### config.mk
export PLATFORM = sky130hd
export DESIGN_NAME = alu_seq_ctrl
export DESIGN_NICKNAME = d
export VERILOG_FILES = /design/src/rtl/alu_seq_ctrl_pkg.sv /design/src/rtl/alu_seq_decode.sv /design/src/rtl/alu_seq_ctrl.sv
export SDC_FILE = /design/constraint.sdc
export NUM_CORES = 1
export LEC_CHECK = 0
export CORE_MARGIN = 2
export CORE_UTILIZATION = 30
export CTS_CLUSTER_DIAMETER = 150
export DETAILED_ROUTE_END_ITERATION = 8
export HOLD_SLACK_MARGIN = 0.06
export SYNTH_ARGS = -nofsm -noshare
export SYNTH_HDL_FRONTEND = slang
export SYNTH_SLANG_ARGS = --single-unit
### constraint.sdc
create_clock -name clk -period 6.25 [get_ports clk]
set_clock_uncertainty 0.2 [all_clocks]
set_input_delay 1.25 -clock clk [delete_from_list [all_inputs] [get_ports clk]]
set_output_delay 1.25 -clock clk [all_outputs]
set_load 0.01 [all_outputs]
### src/rtl/alu_seq_ctrl_pkg.sv
// Shared encodings for the multicycle RV32I control slice: ALU op codes,
// FSM states, instruction classes, opcode constants and select encodings.
package alu_seq_ctrl_pkg;

  localparam logic [4:0] ALU_ADD     = 5'd0;
  localparam logic [4:0] ALU_SUB     = 5'd1;
  localparam logic [4:0] ALU_SLL     = 5'd2;
  localparam logic [4:0] ALU_SLT     = 5'd3;
  localparam logic [4:0] ALU_SLTU    = 5'd4;
  localparam logic [4:0] ALU_XOR     = 5'd5;
  localparam logic [4:0] ALU_SRL     = 5'd6;
  localparam logic [4:0] ALU_SRA     = 5'd7;
  localparam logic [4:0] ALU_OR      = 5'd8;
  localparam logic [4:0] ALU_AND     = 5'd9;
  localparam logic [4:0] ALU_ADD_LUI = 5'd10;
  localparam logic [4:0] ALU_ADD4    = 5'd11;
  localparam logic [4:0] ALU_BEQ     = 5'd16;
  localparam logic [4:0] ALU_BNE     = 5'd17;
  localparam logic [4:0] ALU_BLT     = 5'd18;
  localparam logic [4:0] ALU_BGE     = 5'd19;
  localparam logic [4:0] ALU_BLTU    = 5'd20;
  localparam logic [4:0] ALU_BGEU    = 5'd21;

  localparam logic [6:0] OP_R      = 7'b0110011;
  localparam logic [6:0] OP_I      = 7'b0010011;
  localparam logic [6:0] OP_LUI    = 7'b0110111;
  localparam logic [6:0] OP_AUIPC  = 7'b0010111;
  localparam logic [6:0] OP_LOAD   = 7'b0000011;
  localparam logic [6:0] OP_STORE  = 7'b0100011;
  localparam logic [6:0] OP_BRANCH = 7'b1100011;
  localparam logic [6:0] OP_JAL    = 7'b1101111;
  localparam logic [6:0] OP_JALR   = 7'b1100111;

  localparam logic [6:0] F7_BASE = 7'b0000000;
  localparam logic [6:0] F7_ALT  = 7'b0100000;

  localparam logic [2:0] IMM_I = 3'd0;
  localparam logic [2:0] IMM_S = 3'd1;
  localparam logic [2:0] IMM_B = 3'd2;
  localparam logic [2:0] IMM_U = 3'd3;
  localparam logic [2:0] IMM_J = 3'd4;

  localparam logic [1:0] SRC_A_RS1   = 2'd0;
  localparam logic [1:0] SRC_A_PC    = 2'd1;
  localparam logic [1:0] SRC_A_ZERO  = 2'd2;
  localparam logic [1:0] SRC_B_RS2   = 2'd0;
  localparam logic [1:0] SRC_B_IMM   = 2'd1;
  localparam logic [1:0] SRC_B_SHAMT = 2'd2;

  localparam logic [1:0] WB_ALU  = 2'd0;
  localparam logic [1:0] WB_LOAD = 2'd1;
  localparam logic [1:0] WB_PC4  = 2'd2;

  typedef enum logic [2:0] {
    ST_FETCH, ST_DECODE, ST_EXEC, ST_MEM, ST_WB, ST_TRAP
  } state_e;

  typedef enum logic [2:0] {
    CLS_ALU, CLS_LUI, CLS_AUIPC, CLS_LOAD, CLS_STORE, CLS_BRANCH, CLS_JUMP
  } instr_cls_e;

  // alt selects SUB over ADD and SRA over SRL
  function automatic logic [4:0] alu_arith_op(input logic [2:0] f3, input logic alt);
    case (f3)
      3'd0:    alu_arith_op = alt ? ALU_SUB : ALU_ADD;
      3'd1:    alu_arith_op = ALU_SLL;
      3'd2:    alu_arith_op = ALU_SLT;
      3'd3:    alu_arith_op = ALU_SLTU;
      3'd4:    alu_arith_op = ALU_XOR;
      3'd5:    alu_arith_op = alt ? ALU_SRA : ALU_SRL;
      3'd6:    alu_arith_op = ALU_OR;
      default: alu_arith_op = ALU_AND;
    endcase
  endfunction

endpackage

### src/rtl/alu_seq_decode.sv
// Combinational instruction decoder: ir -> ALU op, operand/immediate selects,
// instruction class and illegal-encoding flag.
module alu_seq_decode
  import alu_seq_ctrl_pkg::*;
(
  input  logic [31:0] ir,
  output logic [4:0]  alu_op,
  output logic [1:0]  src_a_sel,
  output logic [1:0]  src_b_sel,
  output logic [2:0]  imm_sel,
  output instr_cls_e  cls,
  output logic        illegal
);

  logic [6:0] opcode;
  logic [2:0] f3;
  logic [6:0] f7;
  logic       unused_fields;

  assign opcode        = ir[6:0];
  assign f3            = ir[14:12];
  assign f7            = ir[31:25];
  assign unused_fields = ^ir[24:7];

  always_comb begin
    alu_op    = ALU_ADD;
    src_a_sel = SRC_A_RS1;
    src_b_sel = SRC_B_RS2;
    imm_sel   = IMM_I;
    cls       = CLS_ALU;
    illegal   = 1'b0;
    case (opcode)
      OP_R: begin
        alu_op  = alu_arith_op(f3, f7[5]);
        illegal = !((f7 == F7_BASE) || (f7 == F7_ALT && (f3 == 3'd0 || f3 == 3'd5)));
      end
      OP_I: begin
        // only the shift-right immediate may use funct7[5]; ADDI never subtracts
        alu_op    = alu_arith_op(f3, (f3 == 3'd5) && f7[5]);
        src_b_sel = (f3 == 3'd1 || f3 == 3'd5) ? SRC_B_SHAMT : SRC_B_IMM;
        if (f3 == 3'd1)      illegal = (f7 != F7_BASE);
        else if (f3 == 3'd5) illegal = !(f7 == F7_BASE || f7 == F7_ALT);
      end
      OP_LUI: begin
        alu_op    = ALU_ADD_LUI;
        src_a_sel = SRC_A_ZERO;
        src_b_sel = SRC_B_IMM;
        imm_sel   = IMM_U;
        cls       = CLS_LUI;
      end
      OP_AUIPC: begin
        src_a_sel = SRC_A_PC;
        src_b_sel = SRC_B_IMM;
        imm_sel   = IMM_U;
        cls       = CLS_AUIPC;
      end
      OP_LOAD: begin
        src_b_sel = SRC_B_IMM;
        cls       = CLS_LOAD;
        illegal   = (f3 == 3'd3 || f3 == 3'd6 || f3 == 3'd7);
      end
      OP_STORE: begin
        src_b_sel = SRC_B_IMM;
        imm_sel   = IMM_S;
        cls       = CLS_STORE;
        illegal   = (f3 > 3'd2);
      end
      OP_BRANCH: begin
        imm_sel = IMM_B;
        cls     = CLS_BRANCH;
        case (f3)
          3'd0:    alu_op = ALU_BEQ;
          3'd1:    alu_op = ALU_BNE;
          3'd4:    alu_op = ALU_BLT;
          3'd5:    alu_op = ALU_BGE;
          3'd6:    alu_op = ALU_BLTU;
          3'd7:    alu_op = ALU_BGEU;
          default: illegal = 1'b1;
        endcase
      end
      OP_JAL, OP_JALR: begin
        // the ALU produces the link value PC+4; the target comes from the PC adder
        alu_op    = ALU_ADD4;
        src_a_sel = SRC_A_PC;
        imm_sel   = (opcode == OP_JAL) ? IMM_J : IMM_I;
        cls       = CLS_JUMP;
        illegal   = (opcode == OP_JALR) && (f3 != 3'd0);
      end
      default: illegal = 1'b1;
    endcase
  end

endmodule

### src/rtl/alu_seq_ctrl.sv
// Multicycle RV32I control FSM (FETCH/DECODE/EXEC/MEM/WB/TRAP).
// Define ALU_SEQ_CTRL_PERF_CNT_EN to add cycle_cnt/instret_cnt outputs.
module alu_seq_ctrl
  import alu_seq_ctrl_pkg::*;
#(
  parameter logic [31:0] RESET_PC    = 32'h0000_0000,
  parameter int unsigned MEM_TIMEOUT = 16
) (
  input  logic        clk,
  input  logic        rst_n,
  input  logic [31:0] instr_in,
  input  logic        mem_ready,
  input  logic        alu_zero,
  output logic        mem_req,
  output logic        mem_we,
  output logic        mem_is_fetch,
  output logic [31:0] ir,
  output logic [4:0]  alu_op,
  output logic [1:0]  src_a_sel,
  output logic [1:0]  src_b_sel,
  output logic [2:0]  imm_sel,
  output logic        reg_we,
  output logic [1:0]  wb_sel,
  output logic        pc_we,
  output logic        pc_src,
  output logic [31:0] pc_reset_val,
  output logic        illegal_instr
`ifdef ALU_SEQ_CTRL_PERF_CNT_EN
  ,
  output logic [31:0] cycle_cnt,
  output logic [31:0] instret_cnt
`endif
);

  state_e      state_reg, state_next;
  instr_cls_e  cls_reg, dec_cls;
  logic [31:0] ir_reg;
  logic [4:0]  alu_op_reg, dec_alu_op;
  logic [1:0]  src_a_reg, src_b_reg, dec_src_a, dec_src_b;
  logic [2:0]  imm_sel_reg, dec_imm_sel;
  logic        dec_illegal;
  logic [15:0] wait_cnt_reg, wait_cnt_next;
  logic        timeout_hit;

  alu_seq_decode u_decode (
    .ir        (ir_reg),
    .alu_op    (dec_alu_op),
    .src_a_sel (dec_src_a),
    .src_b_sel (dec_src_b),
    .imm_sel   (dec_imm_sel),
    .cls       (dec_cls),
    .illegal   (dec_illegal)
  );

  assign timeout_hit = (MEM_TIMEOUT != 0) && (wait_cnt_reg == 16'(MEM_TIMEOUT - 1));

  always_comb begin
    state_next    = state_reg;
    wait_cnt_next = '0;
    mem_req       = 1'b0;
    mem_we        = 1'b0;
    mem_is_fetch  = 1'b0;
    reg_we        = 1'b0;
    pc_we         = 1'b0;
    pc_src        = 1'b0;
    // strobes follow rst_n combinationally so a reset drops them at once
    if (rst_n) begin
      case (state_reg)
        ST_FETCH: begin
          mem_req      = 1'b1;
          mem_is_fetch = 1'b1;
          if (mem_ready)        state_next = ST_DECODE;
          else if (timeout_hit) state_next = ST_TRAP;
          else                  wait_cnt_next = wait_cnt_reg + 16'd1;
        end
        ST_DECODE: state_next = dec_illegal ? ST_TRAP : ST_EXEC;
        ST_EXEC: begin
          case (cls_reg)
            CLS_BRANCH: begin
              pc_we      = 1'b1;
              pc_src     = alu_zero;
              state_next = ST_FETCH;
            end
            CLS_JUMP: begin
              pc_we      = 1'b1;
              pc_src     = 1'b1;
              state_next = ST_WB;
            end
            CLS_LOAD, CLS_STORE: state_next = ST_MEM;
            default:             state_next = ST_WB;
          endcase
        end
        ST_MEM: begin
          mem_req = 1'b1;
          mem_we  = (cls_reg == CLS_STORE);
          if (mem_ready) begin
            pc_we      = (cls_reg == CLS_STORE);
            state_next = (cls_reg == CLS_STORE) ? ST_FETCH : ST_WB;
          end else if (timeout_hit) begin
            state_next = ST_TRAP;
          end else begin
            wait_cnt_next = wait_cnt_reg + 16'd1;
          end
        end
        ST_WB: begin
          reg_we     = (ir_reg[11:7] != 5'd0);
          pc_we      = (cls_reg != CLS_JUMP);
          state_next = ST_FETCH;
        end
        ST_TRAP: state_next = ST_TRAP;
        default: state_next = ST_TRAP;
      endcase
    end
  end

  always_ff @(posedge clk or negedge rst_n) begin
    if (!rst_n) begin
      state_reg    <= ST_FETCH;
      ir_reg       <= '0;
      cls_reg      <= CLS_ALU;
      alu_op_reg   <= ALU_ADD;
      src_a_reg    <= SRC_A_RS1;
      src_b_reg    <= SRC_B_RS2;
      imm_sel_reg  <= IMM_I;
      wait_cnt_reg <= '0;
    end else begin
      state_reg    <= state_next;
      wait_cnt_reg <= wait_cnt_next;
      if (state_reg == ST_FETCH && mem_ready) ir_reg <= instr_in;
      if (state_reg == ST_DECODE && !dec_illegal) begin
        cls_reg     <= dec_cls;
        alu_op_reg  <= dec_alu_op;
        src_a_reg   <= dec_src_a;
        src_b_reg   <= dec_src_b;
        imm_sel_reg <= dec_imm_sel;
      end
    end
  end

  always_comb begin
    case (cls_reg)
      CLS_LOAD: wb_sel = WB_LOAD;
      CLS_JUMP: wb_sel = WB_PC4;
      default:  wb_sel = WB_ALU;
    endcase
  end

  assign ir            = ir_reg;
  assign alu_op        = alu_op_reg;
  assign src_a_sel     = src_a_reg;
  assign src_b_sel     = src_b_reg;
  assign imm_sel       = imm_sel_reg;
  assign pc_reset_val  = RESET_PC;
  assign illegal_instr = (state_reg == ST_TRAP);

`ifdef ALU_SEQ_CTRL_PERF_CNT_EN
  logic [31:0] cycle_cnt_reg, instret_cnt_reg;

  always_ff @(posedge clk or negedge rst_n) begin
    if (!rst_n) begin
      cycle_cnt_reg   <= '0;
      instret_cnt_reg <= '0;
    end else if (state_reg != ST_TRAP) begin
      cycle_cnt_reg <= cycle_cnt_reg + 32'd1;
      // re-entering FETCH from any later state retires one instruction
      if (state_next == ST_FETCH && state_reg != ST_FETCH)
        instret_cnt_reg <= instret_cnt_reg + 32'd1;
    end
  end

  assign cycle_cnt   = cycle_cnt_reg;
  assign instret_cnt = instret_cnt_reg;
`else
  // default build carries no performance counters
`endif

endmodule

### After elaboration in Yosys (flattened, before gate mapping)

Index checks and enable logic that the tools add are counted.

| word-level totals | value |
|---|---|
| register bits | 66 |
| input bits | 36 |
| output and inout bits | 85 |
| word-level logic and storage cells | 111 |

| operators by class | value |
|---|---|
| add/sub/neg operators | 1 |
| magnitude comparators | 1 |
| equality and inequality tests | 28 |
| multiplexer cells | 45 |
| reductions and logical operators | 28 |

Operators by type and width:

| cell | number |
|---|---|
| $pmux 5 s7 | 2 |
| $mux 16 | 4 |
| $pmux 5 s6 | 1 |
| $eq 7x6->1 const B | 4 |
| $eq 3x3->1 const B | 9 |
| $pmux 5 s5 | 1 |
| $eq 7x7->1 const B | 3 |
| $mux 1 | 20 |
| $mux 3 | 6 |
| $pmux 3 s6 | 1 |
| $add 16x1->16 const B | 1 |
| $eq 16x4->1 const B | 1 |
| $eq 3x2->1 const B | 5 |
| $pmux 3 s5 | 1 |
| $eq 7x5->1 const B | 2 |
| $pmux 2 s2 | 3 |
| $pmux 3 s4 | 1 |
| $reduce_or 2->1 | 5 |
| $eq 7x2->1 const B | 1 |
| $logic_not 7->1 | 1 |
| $pmux 1 s7 | 1 |
| $reduce_bool 7->1 | 1 |
| $eq 3x1->1 const B | 2 |
| $logic_not 3->1 | 2 |
| 14 further kinds | 25 |

### Logic depth before layout (Yosys ltp)

Gate-level depths: netlist (run 1).

| depth | value |
|---|---|
| depth in word-level cells | 8 |
| mapped depth | 8 |
| gate-level depth less buffers | 6 |

### By module

From an unflattened synthesis (run 1), not the netlist that was laid out.

| second synthesis, totals | value |
|---|---|
| cells, all modules | 347 |
| area, all modules | 3701.0 um^2 |

By module, submodules not included:

| module | times used | cells an instance | area each (um^2) | seq. area each (um^2) |
|---|---|---|---|---|
| alu_seq_ctrl | 1 | 273 | 3243.1 | 1651.6 |
| alu_seq_decode | 1 | 74 | 457.9 | 0.0 |

### Worst setup path after synthesis (run 1)

No wires, ideal clock.

| timing path | value |
|---|---|
| path kind | input-to-output |
| from | input rst_n |
| to | output pc_src |
| arrival time | 1.799 ns |
| data required time | 4.800 ns |
| setup slack | 3.001 ns |
| stages | 3 |
| buffers on the path | 1 |
| cells stage by stage | buf_2 -> nand2b_1 -> nor3_1 |

| on the way | value |
|---|---|
| word-level cells in the longest chain between the ends | 1 |

RTL lines:

| what | RTL line | RTL |
|---|---|---|
| start, declared | alu_seq_ctrl.sv:10 | `input logic rst_n,` |
| $mux 1 | alu_seq_ctrl.sv:67 | `if (rst_n) begin` |
| end, declared | alu_seq_ctrl.sv:25 | `output logic pc_src,` |

Every way passes these cells.

### Final worst setup path (run 1)

| timing path | value |
|---|---|
| from | input rst_n |
| to | output mem_req |

| on the way | value |
|---|---|
| word-level cells in the longest chain between the ends | 1 |

RTL lines:

| what | RTL line | RTL |
|---|---|---|
| $mux 1 | alu_seq_ctrl.sv:67 |  |
| end, declared | alu_seq_ctrl.sv:14 | `output logic mem_req,` |

Every way passes these cells.

==> impl_metrics.toml, run 1 <==
[status]
status = "finished clean"

[setup_path]
start_kind = "input port"
cp_cell_sequence = "buf_2, nand2b_1, a21oi_1, clkdlybuf4s50_1"
critPathSlowestCell = "clkdlybuf4s50_1"
crit_fanout = 37
crit_family = "buffers and inverters"
crit_type = "input port to output pin"
slowest_delay_ns = 0.62
endpoint_kind = "output pin"
critical_path_buf_inv_count = 2
cp.arrival_ns = 2.88
critPathRequiredTime_ns = 4.80

[synth]
yosys_warnings = 0
synth-edff-count = 0
synth-async-reset-ratio = 1.00
synth_seq_cells = 66
synth_cells = 346
ys.flop_type = "dfrtp_1"
syn_area_per_cell_um2 = 10.5
synthAdderAreaFrac = 0.00344
synth.mux.area_fraction = 0.150
netlist_area_mm2 = 0.00364
synth-simple-area-share = 0.182
yosysSeqAreaShare = 0.454
synth_top_family_by_area = "simple AND/OR/NAND/NOR gates"
synth_compound_area_frac = 0.0753
synth.distinct_cells = 55
synth_xor_area_frac = 0.0337

[final_layout]
area_growth_pct = 31.8
final_layout_size_suffix_gt1_frac = 0.156
final_cell_mix = "87 x clkdlybuf4s50_1, 66 x dfrtp_1, 37 x mux2_2, 32 x conb_1, 30 x nor2_1"
final_util = 0.403
nFillCells = 1163
diodes = 0
final_nets = 468
multi_input_area_mm2 = 0.00175
regArea_mm2 = 0.00165
largest_reg_flops = 32
final_common_cell = "clkdlybuf4s50_1"

[power]
swShare = 0.337
p_leak_nw = 1.96
total_power_mw = 1.93
p_seq_frac = 0.375
p_int_mw = 1.28
ir_drop_uv = 307
clkPwrFrac = 0.252
pwr_density_cell_mw_per_mm2 = 403
share_comb_of_total_power = 0.374
p_sw_uw = 652

[grt]
grt_pass1_wl_um = 14000
grt-ovfl-total = 0
grt_max_degree = 41
grt_pass1_vias = 2825
grt.total_usage = 0.137
antenna_found_initial = 0

[drt]
wl_per_cell_um = 14.4
route.vias.total = 2797
drt_iter0_drc = 82
vias_per_cell = 4.81
drc = 0
ant_nets = 0
wirelength_um = 8370
drt_first_pass_iters = 4

[clocking]
htreeDepth = 3
clkSinkCount = 66
numCtsBuffers = 9
clk_latency_ns = 0.33
cts_setup_buffers = 0
cts.path.max_buffers = 2
cts_hold_buf = 0
postCtsResizedCells = 0
clk_pin_slew_ns = 0.05
cts-root-buf = "clkbuf_16"
cts_tree = "done"

[min_path]
hold_class = "register to register"

[die]
rows = 40
start_util = 0.306
die-area_mm2 = 0.0130
die-width_um = 114
pin_count = 121
coreArea_mm2 = 0.0119
die_h_um = 114

[placed_design]
gp_congestion = 0.839
hpwl_um = 5970
port_buffers = 88

[run]
drv_cap = 0

[sta]
final_hold_viol_count = 0
fin_crit_sh = 0.693
tightest_slew_ns = 1.20
fmax_mhz = 231
maxSlewViolCount = 0
setup_violations = 0
period_minus_slack_ns = 4.33
relSlewSlack = 0.196
rsz0062_at_grt = "false"
timing.hold.ws_ns = 0.262
timing.setup.tns_ns = 0
-- layout make-up --
class,instances,area share
clock buffers,14,0.0592
multi-input cells,256,0.365
flip-flops and latches,66,0.344
repair buffers,90,0.186
well taps,147,0.0383
clock inverters,1,0.00156
inverters,8,0.00626
-- worst paths after layout --
kind / slack (ns) / end / depth (start not counted) / from
setup / recovery: 1.92 / mem_req / 4 / rst_n
setup reg to reg: 3.37 / cls_reg[1]$_DFFE_PN0P_ / 5 / ir[13]$_DFFE_PN0P_
hold / removal: 0.26 / wait_cnt_reg[0]$_DFF_PN0_ / 1 / wait_cnt_reg[0]$_DFF_PN0_
hold reg to reg: 0.26 / wait_cnt_reg[0]$_DFF_PN0_ / 1 / wait_cnt_reg[0]$_DFF_PN0_
min in group asynchronous: 0.80 / ir[0]$_DFFE_PN0P_ / 1 / rst_n
max in group asynchronous: 4.02 / ir[8]$_DFFE_PN0P_ / 2 / rst_n
-- cell usage after synthesis, types with 3 or more instances --
cell	count	area, um^2
nand3_1	9	45.0
nand2b_1	6	37.5
mux2i_1	4	40.0
mux2_2	37	417
nand3b_1	3	22.5
nor2_1	30	113
xnor2_1	9	78.8
nand2_1	22	82.6
inv_1	8	30.0
dfrtp_1	66	1650
o211ai_1	4	30.0
nor3_1	8	40.0
xor2_1	5	43.8
clkbuf_1	6	22.5
nor2b_1	5	31.3
o21ai_0	9	45.0
mux2_4	6	90.1
nor4_1	7	43.8
buf_2	4	20.0
a21oi_1	12	60.1
buf_4	34	255
and3_1	5	31.3
o22ai_1	3	18.8
-- power by group through the flow --
stage               clock (mW)  combinational, mW  sequential, mW
detailed placement           0              0.727           0.729
CTS                      0.500              0.733           0.726
global route             0.520              0.787           0.752
finish                   0.486              0.722           0.724
global placement             0              0.722           0.724
floorplan                    0              0.409           0.706
-- per-layer routing --
layer	wire, um	global-route usage
met5	0	0
met4	153	0.0553
met3	746	0.0545
met2	3790	0.214
met1	3680	0.171
-- worst register-to-register path, cell delays in order, from the launching register on --
cell and delay, ns:
dfrtp_1 0.52, nor2b_1 0.26, nor2_1 0.14, o311ai_1 0.17
nor4_4 1.07, mux2_2 0.43
-- per-stage QoR --
| stage | area (um^2) | instances | setup WS [ns] |
|---|---|---|---|
| floorplan | 3760 | 377 | 3.00 |
| global placement | 4510 | 567 | 1.93 |
| detailed placement | 4510 | 567 | 1.86 |
| CTS | 4800 | 582 | 1.85 |
| global route | 4800 | 582 | 1.68 |
| finish | 4800 | 582 | 1.92 |
-- cells by family (layout without fill, tap and decap cells) --
family	Yosys count	after routing
DFF	66	66
buffers and inverters	55	113
AOI/OAI and AO/OA	42	42
and+or+nand+nor	120	120
adders and majority gates	1	1
xor gates and xnor gates	14	14
muxes	47	47
other	1	32
Note: power is estimated with default switching activity, not from simulation.
==> run 2, diff against run 1 <==
==> constraint.sdc (replaced) <==
create_clock -name clk -period 3.7 [get_ports clk]
set_clock_uncertainty 0.2 [all_clocks]
set_input_delay 0.74 -clock clk [delete_from_list [all_inputs] [get_ports clk]]
set_output_delay 0.74 -clock clk [all_outputs]
set_load 0.01 [all_outputs]
==> impl_metrics.toml, run 2 (same netlist as run 1, synthesis figures left out) <==
[setup_path]
cp_cell_sequence = "dlygate4sd3_1, buf_2, nand2b_1, a21oi_1, clkdlybuf4s50_1"
crit_family = "buffers and inverters"
regToRegSetupSlack_ns = 0.78
critPathSlowestCell = "clkdlybuf4s50_1"
critPathRequiredTime_ns = 2.76
start_kind = "input port"
slowest_delay_ns = 0.61
critical_path_buf_inv_count = 3
r2r_start = "ir[14]$_DFFE_PN0P_"
r2r_cells = 5
crit_fanout = 8
cp.arrival_ns = 2.51
crit_start = "rst_n"
reg2reg_to = "cls_reg[2]$_DFFE_PN0P_"
endpoint_kind = "output pin"
crit_type = "input port to output pin"

[status]
status = "finished clean"

[final_layout]
largest_reg_flops = 32
final_nets = 470
final_cell_mix = "87 x clkdlybuf4s50_1, 66 x dfrtp_1, 37 x mux2_2, 32 x conb_1, 30 x nor2_1"
area_growth_pct = 33.3
instances_no_fill = 585
final_common_cell = "clkdlybuf4s50_1"
final_layout_size_suffix_gt1_frac = 0.160
diodes = 0
nFillCells = 1161

[die]
coreArea_mm2 = 0.0119
die-width_um = 114
start_util = 0.306
die-area_mm2 = 0.0130
pin_count = 121
die_h_um = 114
rows = 40

[power]
pwr_density_cell_mw_per_mm2 = 696
p_seq_frac = 0.362
swShare = 0.328
share_comb_of_total_power = 0.362
ir_drop_uv = 446
p_leak_nw = 1.99
clkPwrFrac = 0.275
p_int_mw = 2.27
p_sw_mw = 1.11

[sta]
maxSlewViolCount = 0
period_minus_slack_ns = 3.45
fmax_mhz = 290
tightest_slew_ns = 1.15
fin_crit_sh = 0.932
relSlewSlack = 0.228
timing.setup.tns_ns = 0
setup_violations = 0
final_hold_viol_count = 0
setup_slack_ns = 0.253
rsz0062_at_grt = "false"

[clocking]
postCtsResizedCells = 0
cts_hold_buf = 1
clkSinkCount = 66
clk_pin_slew_ns = 0.05
htreeDepth = 3
cts_tree = "done"
cts-root-buf = "clkbuf_16"
numCtsBuffers = 9
cts_setup_buffers = 0
clk_latency_ns = 0.33
cts.path.max_buffers = 2

[grt]
grt_pass1_vias = 2740
antenna_found_initial = 0
grt.total_usage = 0.132
grt-ovfl-total = 0
grt_pass1_wl_um = 13600
grt_max_degree = 52

[drt]
wirelength_um = 8280
drt_first_pass_iters = 4
vias_per_cell = 4.81
wl_per_cell_um = 14.1
ant_nets = 0
drt_iter0_drc = 109
route.vias.total = 2811
drc = 0

[placed_design]
gp_congestion = 0.884
pre_cts_ws_ns = 0.545
hpwl_um = 6110
placed_cells = 568
port_buffers = 88

[run]
drv_cap = 0

[min_path]
worstHoldEndpoint = "wait_cnt_reg[0]$_DFF_PN0_"
hold_class = "register to register"
hold_path_startpoint = "wait_cnt_reg[0]$_DFF_PN0_"
hold-path-cell-count = 1
-- run 2: layer usage --
layer  GRT usage  share of wire
met1       0.174           0.45
met2       0.198           0.45
met3      0.0466          0.079
met4      0.0569          0.017
met5           0              0
-- run 2: metrics by stage --
stage	hold WS [ns]	power, mW	utilization	cell area, um^2
6_report	0.255	3.38	0.407	4850
5_1_grt	0.268	3.60	0.407	4850
4_1_cts	0.256	3.42	0.407	4850
3_5_place_dp	0.249	2.46	0.379	4510
3_3_place_gp	0.239	2.44	0.379	4510
2_1_floorplan	0.225	1.88	-	3760
-- run 2: cell type report --
type	count	area (um^2)	share of cell area
clock buffers	12	256	0.0528
inverters	8	30.0	0.00619
well taps	147	184	0.0379
clock inverters	4	73.8	0.0152
repair buffers	92	908	0.187
flip-flops and latches	66	1650	0.340
multi-input cells	256	1750	0.360
-- run 2: power by group through the flow --
stage,clock network (mW),logic (mW),registers (mW)
after floorplan,0,0.692,1.19
after global placement,0,1.22,1.22
after detailed placement,0,1.24,1.23
after CTS,0.953,1.24,1.22
after global routing,0.998,1.33,1.27
final,0.930,1.22,1.22
-- run 2: worst max-delay path by stage --
stage | depth (start not counted) | slack [ns] | end
3_3_place_gp | 5 | 0.55 | pc_we
5_1_grt | 5 | 0.15 | mem_req
3_5_place_dp | 5 | 0.54 | pc_we
4_1_cts | 5 | 0.22 | mem_req
2_1_floorplan | 7 | 1.32 | alu_op[0]$_DFFE_PN0P_
6_report | 5 | 0.25 | mem_req
-- run 2: worst register-to-register path, stage by stage, from the launching register on --
cell and delay [ns]:
dfrtp_1 0.60, nor2b_1 0.17, nor2_1 0.16, o311ai_1 0.20, nor4_4 1.04, mux2_2 0.43
